File: config.mk
export PLATFORM = sky130hd
export DESIGN_NAME = vga_timing_gen_flat
export DESIGN_NICKNAME = d
export VERILOG_FILES = /design/src/rtl/vga_timing_gen_if.sv /design/src/rtl/vga_timing_gen.sv /design/src/flat_wrapper.sv
export SDC_FILE = /design/constraint.sdc
export NUM_CORES = 1
export LEC_CHECK = 0
export ABC_CLOCK_PERIOD_IN_PS = 2200
export CORE_MARGIN = 4
export CORE_UTILIZATION = 45
export CTS_BUF_LIST = sky130_fd_sc_hd__clkbuf_4 sky130_fd_sc_hd__clkbuf_8
export CTS_CLUSTER_SIZE = 24
export DETAILED_ROUTE_END_ITERATION = 7
export PLACE_DENSITY = 0.76
export SLEW_MARGIN = 20
export SYNTH_ARGS = -nofsm -noshare
export SYNTH_HDL_FRONTEND = slang
export SYNTH_SLANG_ARGS = --single-unit
File: constraint.sdc
create_clock -name clk -period 2.2 [get_ports clk]
set_input_delay 0.22 -clock clk [delete_from_list [all_inputs] [get_ports clk]]
set_output_delay 0.22 -clock clk [all_outputs]
set_load 0.05 [all_outputs]
File: src/rtl/vga_timing_gen_if.sv
// Raster timing bundle from the VGA timing generator to the colour stage,
// the DAC sync pins and the strobe consumers.
interface vga_timing_gen_if;
   logic [9:0] x;
   logic [9:0] y;
   logic       pixel_on;
   logic       hsync_Out;
   logic       vsync_Out;
   logic       pix_tick_Out;
   logic       frame_start_Out;

   modport master (
      output x,
      output y,
      output pixel_on,
      output hsync_Out,
      output vsync_Out,
      output pix_tick_Out,
      output frame_start_Out
   );

   modport slave (
      input x,
      input y,
      input pixel_on,
      input hsync_Out,
      input vsync_Out,
      input pix_tick_Out,
      input frame_start_Out
   );
endinterface

File: src/rtl/vga_timing_gen.sv
// VGA raster timing: pixel-rate divider, horizontal/vertical counters and
// registered, mutually aligned pixel_on / sync / strobe outputs.
module vga_timing_gen #(
   parameter int CLK_DIV   = 2,
   parameter int H_VISIBLE = 640,
   parameter int H_FRONT   = 16,
   parameter int H_SYNC    = 96,
   parameter int H_BACK    = 48,
   parameter int V_VISIBLE = 480,
   parameter int V_FRONT   = 10,
   parameter int V_SYNC    = 2,
   parameter int V_BACK    = 33
) (
   input  logic             clk,
   input  logic             reset,
   vga_timing_gen_if.master vga_o
);

   localparam int H_TOTAL = H_VISIBLE + H_FRONT + H_SYNC + H_BACK;
   localparam int V_TOTAL = V_VISIBLE + V_FRONT + V_SYNC + V_BACK;
   localparam int CW      = 10;
   localparam int DW      = (CLK_DIV > 1) ? $clog2(CLK_DIV) : 1;

   localparam logic [DW-1:0] DIV_LAST = DW'(CLK_DIV - 1);
   localparam logic [CW-1:0] H_LAST   = CW'(H_TOTAL - 1);
   localparam logic [CW-1:0] V_LAST   = CW'(V_TOTAL - 1);
   localparam logic [CW-1:0] H_VIS    = CW'(H_VISIBLE);
   localparam logic [CW-1:0] V_VIS    = CW'(V_VISIBLE);
   localparam logic [CW-1:0] HS_BEG   = CW'(H_VISIBLE + H_FRONT);
   localparam logic [CW-1:0] HS_END   = CW'(H_VISIBLE + H_FRONT + H_SYNC);
   localparam logic [CW-1:0] VS_BEG   = CW'(V_VISIBLE + V_FRONT);
   localparam logic [CW-1:0] VS_END   = CW'(V_VISIBLE + V_FRONT + V_SYNC);

   logic [DW-1:0] div_q, div_d;
   logic [CW-1:0] h_q, h_d;
   logic [CW-1:0] v_q, v_d;
   logic          tick_q, tick_d;
   logic          pix_on_q, pix_on_d;
   logic          hsync_q, hsync_d;
   logic          vsync_q, vsync_d;
   logic          frame_q, frame_d;
   logic          h_wrap;
   logic          v_wrap;

   // The registered tick marks the edge on which the counters advance, so it
   // stays low in reset even when CLK_DIV is 1.
   always_comb begin
      div_d  = (div_q == DIV_LAST) ? '0 : div_q + 1'b1;
      h_wrap = tick_q && (h_q == H_LAST);
      v_wrap = h_wrap && (v_q == V_LAST);

      h_d = h_q;
      if (tick_q) begin
         h_d = h_wrap ? '0 : h_q + 1'b1;
      end

      v_d = v_q;
      if (h_wrap) begin
         v_d = v_wrap ? '0 : v_q + 1'b1;
      end

      // Decode from the next counter values so every output lines up with x/y.
      tick_d   = (div_d == DIV_LAST);
      pix_on_d = (h_d < H_VIS) && (v_d < V_VIS);
      hsync_d  = !((h_d >= HS_BEG) && (h_d < HS_END));
      vsync_d  = !((v_d >= VS_BEG) && (v_d < VS_END));
      frame_d  = v_wrap;
   end

   always_ff @(posedge clk or posedge reset) begin
      if (reset) begin
         div_q    <= '0;
         h_q      <= '0;
         v_q      <= '0;
         tick_q   <= 1'b0;
         pix_on_q <= 1'b0;
         hsync_q  <= 1'b1;
         vsync_q  <= 1'b1;
         frame_q  <= 1'b0;
      end else begin
         div_q    <= div_d;
         h_q      <= h_d;
         v_q      <= v_d;
         tick_q   <= tick_d;
         pix_on_q <= pix_on_d;
         hsync_q  <= hsync_d;
         vsync_q  <= vsync_d;
         frame_q  <= frame_d;
      end
   end

   assign vga_o.x               = h_q;
   assign vga_o.y               = v_q;
   assign vga_o.pixel_on        = pix_on_q;
   assign vga_o.hsync_Out       = hsync_q;
   assign vga_o.vsync_Out       = vsync_q;
   assign vga_o.pix_tick_Out    = tick_q;
   assign vga_o.frame_start_Out = frame_q;

endmodule
File: src/flat_wrapper.sv
// flat-port wrapper written by rule: the top's interface ports become plain ports
module vga_timing_gen_flat 
#(
   parameter int CLK_DIV   = 2,
   parameter int H_VISIBLE = 640,
   parameter int H_FRONT   = 16,
   parameter int H_SYNC    = 96,
   parameter int H_BACK    = 48,
   parameter int V_VISIBLE = 480,
   parameter int V_FRONT   = 10,
   parameter int V_SYNC    = 2,
   parameter int V_BACK    = 33
)
  (clk, reset, vga_o_x, vga_o_y, vga_o_pixel_on, vga_o_hsync_Out, vga_o_vsync_Out, vga_o_pix_tick_Out, vga_o_frame_start_Out);
  vga_timing_gen_if vga_o_i ();
  input  logic clk;
  input  logic reset;
  output wire logic [$bits(vga_o_i.x)-1:0] vga_o_x;
  output wire logic [$bits(vga_o_i.y)-1:0] vga_o_y;
  output wire logic [$bits(vga_o_i.pixel_on)-1:0] vga_o_pixel_on;
  output wire logic [$bits(vga_o_i.hsync_Out)-1:0] vga_o_hsync_Out;
  output wire logic [$bits(vga_o_i.vsync_Out)-1:0] vga_o_vsync_Out;
  output wire logic [$bits(vga_o_i.pix_tick_Out)-1:0] vga_o_pix_tick_Out;
  output wire logic [$bits(vga_o_i.frame_start_Out)-1:0] vga_o_frame_start_Out;
  assign vga_o_x = vga_o_i.x;
  assign vga_o_y = vga_o_i.y;
  assign vga_o_pixel_on = vga_o_i.pixel_on;
  assign vga_o_hsync_Out = vga_o_i.hsync_Out;
  assign vga_o_vsync_Out = vga_o_i.vsync_Out;
  assign vga_o_pix_tick_Out = vga_o_i.pix_tick_Out;
  assign vga_o_frame_start_Out = vga_o_i.frame_start_Out;
  vga_timing_gen #(.CLK_DIV(CLK_DIV), .H_VISIBLE(H_VISIBLE), .H_FRONT(H_FRONT), .H_SYNC(H_SYNC), .H_BACK(H_BACK), .V_VISIBLE(V_VISIBLE), .V_FRONT(V_FRONT), .V_SYNC(V_SYNC), .V_BACK(V_BACK)) u_core (.clk(clk), .reset(reset), .vga_o(vga_o_i));
endmodule
==> results of run 1 <==
## registers in the layout, summed over array words and instances, names as in the netlist
signal	flops
u_core.vga_o.vsync_Out	1
u_core.vga_o.pixel_on	1
u_core.vga_o.frame_start_Out	1
u_core.vga_o.hsync_Out	1
u_core.vga_o.x	10
u_core.div_q	1
u_core.vga_o.y	10
## worst paths after layout
kind,startpoint,to,slack [ps],depth (start not counted)
min in group clk,u_core.vga_o.y[8],u_core.vga_o.y[8],550,1
min reg2reg,u_core.vga_o.y[8],u_core.vga_o.y[8],550,1
max,u_core.vga_o.y[7],u_core.vga_o.pixel_on,140,5
max in group asynchronous,reset,u_core.vga_o.vsync_Out,1680,3
min,reset,u_core.vga_o.frame_start_Out,230,3
max reg2reg,u_core.vga_o.y[7],u_core.vga_o.pixel_on,140,5
## cells by family after synthesis
logic type                 after synthesis  synth area share [%]
and+or+nand+nor                         69                 27.45
DFF                                     25                 45.18
AOI/OAI and AO/OA                       23                 11.70
buffers and inverters                   12                 3.780
xor gates and xnor gates                10                 6.301
muxes                                    4                 2.880
adders and majority gates                3                 2.701
## metrics by stage
step	util [%]	power (mW)	setup WS, ps
finish	61.89	0.6963	136.5
floorplan	-	0.4750	1.735
global placement	60.57	0.4806	103.1
CTS	61.62	0.7028	31.05
global route	61.89	0.7174	23.87
detailed placement	60.57	0.4807	56.44
## routing by layer
metal  up-vias  track usage [%]
li1        592                -
met2        39            25.03
met5         -                0
met1       599            22.46
met3         7            3.908
met4         0            7.817
## cells in the mapped netlist, types with 3 or more instances
cell / n / area, µm²
clkbuf_1: 3 / 11.26
o21ai_0: 5 / 25.02
inv_1: 7 / 26.28
a21oi_1: 3 / 15.01
nand3_1: 11 / 55.05
xnor2_1: 9 / 78.83
nand2_1: 18 / 67.56
o21ai_1: 3 / 15.01
or4_1: 3 / 22.52
o31ai_1: 3 / 22.52
mux2i_1: 4 / 40.04
nor3_1: 3 / 15.01
ha_1: 3 / 37.54
nand4_1: 6 / 37.54
nor2_1: 13 / 48.80
dfrtp_1: 23 / 575.6
## worst max-delay path: cells and delay by family (launching register included)
| kind | cells | cell delay [ps] |
|---|---|---|
| simple gates | 3 | 1350 |
| flops | 1 | 420 |
| compound gates | 2 | 220 |
## report_power, final
| part | total (mW) | switching (mW) | internal [mW] |
|---|---|---|---|
| Sequential | 0.460 | 0 | 0.460 |
| Combinational | 0.0118 | 0.00894 | 0.00285 |
| Clock | 0.225 | 0.141 | 0.0835 |
## final cells by class
cell class / instances / area (µm²) / area share [%]
inverters: 7 / 26.28 / 1.488
well taps: 31 / 38.79 / 2.197
repair buffers: 34 / 320.3 / 18.14
clock buffers: 4 / 30.03 / 1.701
multi-input cells: 109 / 716.9 / 40.61
flip-flops and latches: 25 / 633.1 / 35.86
## what timing repair did
action	in CTS	in global routing
buffers inserted	0	0
hold buffers	0	0
endpoints found under the hold margin	0	0
resized for setup	0	2
setup endpoints to repair	0	3
==> impl_metrics.toml, run 1 <==
[floorplan]
start_util_pct = 48.73
die_area_um2 = 4042
die_w_um = 63.58
io_pins = 27
core-area_um2 = 2853
num_rows = 19
die_h_um = 63.58

[final_layout]
fin_cells = 210
fill_cells = 250
drive_gt1_share_pct = 14.53
antenna_cells = 0
final_common_cell = "clkdlybuf4s50_1"
fin_nets = 185
fin_area_um2 = 1765
final_cell_mix = "26 x clkdlybuf4s50_1, 19 x dfrtp_1, 18 x nand2_1"
syn_to_final_growth_pct = 27.00

[clock_network]
tritoncts = "yes"
clk_pin_slew_ps = 130
clkLatencyLatePin_ps = 330
root_buffer = "clkbuf_4"
htree_levels = 1
cts_buffers = 3
clock_sinks = 25
cts_max_path_buffers = 2

[setup_path]
crit_arrival_ps = 2310
cp-start-kind = "flip-flop"
crit_chain = "or4_1 -> or4_4 -> a21oi_4 -> o21bai_2 -> nor4_2"
cpPeakStageDelay_ps = 560
slowest_stage = "or4_4"
critical_path_class = "flip-flop to flip-flop"
cp.required_ps = 2450
cp_max_fo = 5
end_kind = "flip-flop"

[synth]
ys_ff_latch = 25
yosys_warnings = 0
synth_edf_count = 0
syn_nets = 151
syn_avg_cell_area_um2 = 9.521
async_reset_ff_share_pct = 100.0
synth_flop_cell = "dfrtp_1"
syn_inst = 146
syn_area_um2 = 1390
ys_seq_area_share_pct = 45.18
ys_types = 41

[place]
placed_cells = 206
place_area_um2 = 1728
place_congestion = 0.8501
dp_hpwl_mm = 2.303
port-buffer-count = 26

[drt]
vias = 1237
drtAntennaViolNets = 0
via_per_inst = 5.890
dr_wl_met2_mm = 1.501
drtIter0Drc = 66
dr_wl_met3_um = 165
highest_layer = "met4"
dr.pass1.iters = 5
drc = 0
wl_per_cell_um = 14.97
met1_length_mm = 1.419
wl_mm = 3.143

[power]
vdd_ir_drop_max_mv = 0.2954
power.density_nw_per_um2 = 394.4
power.leakage_nw = 0.6989

[job]
cap_violations = 0

[global_routing]
grtUsageTotal_pct = 16.64
grt_pass1_vias = 1154
grt_max_degree = 26
grt_pass1_wl_mm = 5.354
overflow = 0
antenna_found_initial = 0

[timing]
tns_ps = 0
slew_headroom_pct = 66.06
holdWs_ps = 226.2
rsz0062_at_grt = "no"
fin_skew_ps = 2.314
fin_crit_ps = 2063
finalMaxSlewViolations = 0
period_share_pct = 93.79
worst_pin_slew_ps = 507.6
fmax_mhz = 484.6
setup_viol = 0
hold_violations = 0

[outcome]
status = "finished, final reports clean"

[hold_path]
hold_path.class = "input port to async pin"
No activity file was read; power rests on OpenSTA's default activity.
==> inputs of run 2 (changes only) <==
CORE_MARGIN = unset   (was 4)
==> impl_metrics.toml, run 2 (synthesis gave the netlist of run 1 again) <==
[floorplan]
die_h_um = 57.58
die_w_um = 57.58
start_util_pct = 48.73
die_area_um2 = 3315
num_rows = 19
io_pins = 27
core-area_um2 = 2853

[drt]
via_per_inst = 5.763
vias = 1216
drc = 2
drtIter0Drc = 31
drtAntennaViolNets = 0
wl_per_cell_um = 13.85
wl_mm = 2.923
dr.pass1.iters = 6

[timing]
fin_crit_ps = 2061
slew_headroom_pct = 52.77
setup_viol = 0
tns_ps = 0
fmax_mhz = 485.1
period_share_pct = 93.70
worst_pin_slew_ps = 707.7
holdWs_ps = 283.9
rsz0062_at_grt = "no"
fin_skew_ps = 4.244
hold_violations = 0
setup_ws_ps = 138.6
finalMaxSlewViolations = 0

[final_layout]
fin_cells = 211
antenna_cells = 0
final_cell_mix = "26 x clkdlybuf4s50_1, 19 x dfrtp_1, 18 x nand2_1"
fin_area_um2 = 1769
fill_cells = 251
fin_nets = 186
final_common_cell = "clkdlybuf4s50_1"
drive_gt1_share_pct = 14.44
post-route-util_pct = 62.02
syn_to_final_growth_pct = 27.27

[global_routing]
met2_usage_pct = 30.23
top_usage_layer = "met2"
grtUsageMet1_pct = 27.92
overflow = 0
antenna_found_initial = 0
grt_pass1_vias = 1056
grt_use_met3_pct = 2.268
grt_pass1_wl_mm = 4.968
grt_max_degree = 20
grtUsageTotal_pct = 19.79

[clock_network]
cts_buffers = 3
htree_levels = 1
tritoncts = "yes"
root_buffer = "clkbuf_4"
cts_max_path_buffers = 2
cts_hold_buf = 0
clock_sinks = 25
clk_pin_slew_ps = 140
clkLatencyLatePin_ps = 330
post_cts_buffers = 0

[outcome]
failed_checks = "DRC"
status = "complete, but fails checks"

[setup_path]
cpPeakStageDelay_ps = 540
worst-path-stages = 5
path_buf_inv = 0
cp_max_fo = 5
end_kind = "flip-flop"
cp.required_ps = 2450
cp_top_family = "simple AND/OR/NAND/NOR gates"
worstRegToRegCells = 5
slowest_stage = "or4_1"
crit_arrival_ps = 2310
cp-start-kind = "flip-flop"
critical_path_class = "flip-flop to flip-flop"
crit_chain = "or4_1 -> or4_4 -> a21oi_4 -> o21bai_2 -> nor4_2"

[place]
place_area_um2 = 1735
place_ws_ps = 82.15
placed_cells = 207
place_congestion = 0.8706
dp_hpwl_mm = 2.157
port-buffer-count = 26

[power]
power.density_nw_per_um2 = 395.9
vdd_ir_drop_max_mv = 0.2027
power.leakage_nw = 0.7020
power_mw = 0.7004

[hold_path]
hold_path.class = "input port to async pin"

[job]
cap_violations = 0
-- run 2: changes by cell type in the layout (fill, tap and decap cells not counted), sizes merged --
cell,previous run,this run
buf,8,9
-- run 2: path summary, 6_finish.rpt --
| kind | from | end | slack [ps] |
|---|---|---|---|
| max | u_core.vga_o.y[7] | u_core.vga_o.pixel_on | 140 |
| min | reset | u_core.vga_o.y[0] | 280 |
| max reg2reg | u_core.vga_o.y[7] | u_core.vga_o.pixel_on | 140 |
| min reg2reg | u_core.vga_o.y[8] | u_core.vga_o.y[8] | 550 |
| max in group asynchronous | reset | u_core.vga_o.x[4] | 1370 |
| min in group clk | u_core.vga_o.y[8] | u_core.vga_o.y[8] | 550 |
-- run 2: area by class of cell --
class	instances	area, µm²	area share, %
inverters	7	26.28	1.485
clock buffers	4	30.03	1.697
flip-flops and latches	25	633.1	35.78
repair buffers	35	327.8	18.53
well taps	31	38.79	2.192
multi-input cells	109	713.2	40.31
-- run 2: metal layers --
| metal | routed length [µm] | part of all wire [%] | vias up |
|---|---|---|---|
| li1 | - | - | 593 |
| met4 | 70 | 2.4 | 0 |
| met5 | 0 | 0 | - |
| met2 | 1337 | 46 | 34 |
| met1 | 1406 | 48 | 582 |
| met3 | 108 | 3.7 | 7 |
-- run 2: worst reg2reg max path: cells and delay by family (launching register included) --
| family | cells | cell delay (ps) |
|---|---|---|
| DFF | 1 | 420 |
| and+or+nand+nor | 3 | 1330 |
| AOI/OAI and AO/OA | 2 | 220 |
-- run 2: timing repair --
item,4_1_cts,5_1_grt
setup endpoints to repair,0,2
resized for setup,0,1
hold endpoints to repair,0,0
-- run 2: power by group --
group / switching, mW / internal (mW) / total, mW
Clock: 0.144 / 0.0835 / 0.227
Combinational: 0.00926 / 0.00391 / 0.0132
Sequential: 0 / 0.460 / 0.460
Total: 0.153 / 0.547 / 0.700
==> inputs of run 3 (changes only) <==
ABC_CLOCK_PERIOD_IN_PS = 1700   (was 2200)
HOLD_SLACK_MARGIN = 0.03   (was unset)
PLACE_DENSITY = 0.79   (was 0.76)
clock period = 1.7 ns   (was 2.2 ns; I/O delays follow)
==> impl_metrics.toml, run 3 (synthesis gave the netlist of run 1 again) <==
[timing]
finalMaxSlewViolations = 0
worst_pin_slew_ps = 490.4
rsz0062_at_grt = "yes"
hold_violations = 0
period_share_pct = 112.9
fmax_mhz = 521.0
slew_headroom_pct = 67.21
holdWs_ps = 197.2
setup_viol = 10
setup_ws_ps = -219.3
fin_crit_ps = 1919
fin_skew_ps = 3.505

[clock_network]
cts_hold_buf = 0
clk_pin_slew_ps = 140
clkLatencyLatePin_ps = 310
cts_buffers = 3
clock_sinks = 25
htree_levels = 1
root_buffer = "clkbuf_4"
cts_max_path_buffers = 2
tritoncts = "yes"

[outcome]
failed_checks = "DRC, setup timing"
status = "complete, but fails checks"

[setup_path]
cpPeakStageDelay_ps = 520
slowest_stage = "or4_4"
critPathMostFrequentCell = "or4_4"
cp-start-kind = "flip-flop"
r2r_end = "u_core.vga_o.vsync_Out"
cp.required_ps = 1960
crit_arrival_ps = 2180
worstRegToRegCells = 6
critical_path_class = "flip-flop to flip-flop"
end_kind = "flip-flop"
reg2reg_slack_ps = -220
crit_chain = "or4_4 -> or4_4 -> buf_4 -> nand3_4 -> o211ai_1 -> nand3_1"
r2r_start = "u_core.vga_o.y[5]"
cp_max_fo = 7

[floorplan]
die_h_um = 57.58
die_w_um = 57.58
num_rows = 19
die_area_um2 = 3315
io_pins = 27
core-area_um2 = 2853
start_util_pct = 48.73

[hold_path]
hold_path.class = "input port to async pin"

[global_routing]
grtUsageTotal_pct = 22.59
grt_pass1_wl_mm = 5.892
antenna_found_initial = 0
overflow = 0
grt_pass1_vias = 1346
grt_max_degree = 26

[drt]
drc = 3
drtAntennaViolNets = 0
drtIter0Drc = 59
via_per_inst = 5.504
highest_layer = "met4"
dr_wl_met3_um = 134
dr_wl_met2_mm = 1.764
vias = 1365
wl_per_cell_um = 14.30
met1_length_mm = 1.626
wl_mm = 3.547
dr.pass1.iters = 6

[final_layout]
post-route-util_pct = 73.11
drive_gt1_share_pct = 51.61
final_common_cell = "buf_4"
fin_area_um2 = 2086
fin_cells = 248
syn_to_final_growth_pct = 50.04
antenna_cells = 0
final_cell_mix = "67 x buf_4, 17 x nand2_1, 16 x dfrtp_2"
fin_nets = 223

[place]
dp_hpwl_mm = 2.592
place_congestion = 0.8560
placed_cells = 235
place_area_um2 = 1932
port-buffer-count = 26

[power]
power_mw = 0.8717
power.density_nw_per_um2 = 417.9
vdd_ir_drop_max_mv = 0.3794
power.leakage_nw = 0.9025

[job]
cap_violations = 0
[run 3: layout make-up]
| class | instances | area [µm²] |
|---|---|---|
| clock inverters | 1 | 5.005 |
| flip-flops and latches | 25 | 648.1 |
| inverters | 7 | 26.28 |
| well taps | 31 | 38.79 |
| multi-input cells | 109 | 789.5 |
| fillers | 221 | 767.0 |
| repair buffers | 72 | 555.5 |
| clock buffers | 3 | 22.52 |
[run 3: worst max path at each step]
| stage | start | endpoint | slack (ps) | cells past startpoint |
|---|---|---|---|---|
| 3_5_place_dp | u_core.vga_o.y[7] | u_core.vga_o.y[3] | -240 | 6 |
| 6_report | u_core.vga_o.y[5] | u_core.vga_o.vsync_Out | -220 | 6 |
| 4_1_cts | u_core.vga_o.y[5] | u_core.vga_o.y[3] | -240 | 6 |
| 2_1_floorplan | u_core.vga_o.y[7] | u_core.vga_o.y[3] | -310 | 6 |
| 3_3_place_gp | u_core.vga_o.y[7] | u_core.vga_o.y[3] | -180 | 6 |
| 5_1_grt | u_core.vga_o.y[5] | u_core.vga_o.vsync_Out | -260 | 6 |
[run 3: routing by layer]
layer	vias up	GRT usage, %
li1	667	-
met1	652	30.96
met2	42	38.54
met3	4	2.268
met4	0	5.226
met5	-	0
[run 3: critical path: cells and delay by family, from the launching register on]
family,cells,cell delay [ps]
buf+inv,1,170
flops,1,420
simple gates,4,1160
compound gates,1,110
[run 3: metrics by stage]
step	TNS (ps)	setup slack, ps
after floorplan	-2056	-313.8
after global placement	-834.8	-176.0
after detailed placement	-1198	-236.7
after CTS	-1461	-242.8
after global routing	-1956	-261.6
final	-1478	-219.3
[run 3: what timing repair did]
item	4_1_cts	5_1_grt
resized for setup	6	10
setup buffers	5	5
setup endpoints to repair	13	11
pin swaps	1	4
[run 3: power by group]
part	internal, mW	leakage [nW]	switching, mW
Clock	0.0877	0.0177	0.174
Combinational	0.00369	0.585	0.0117
Sequential	0.595	0.300	0
Total	0.686	0.902	0.186
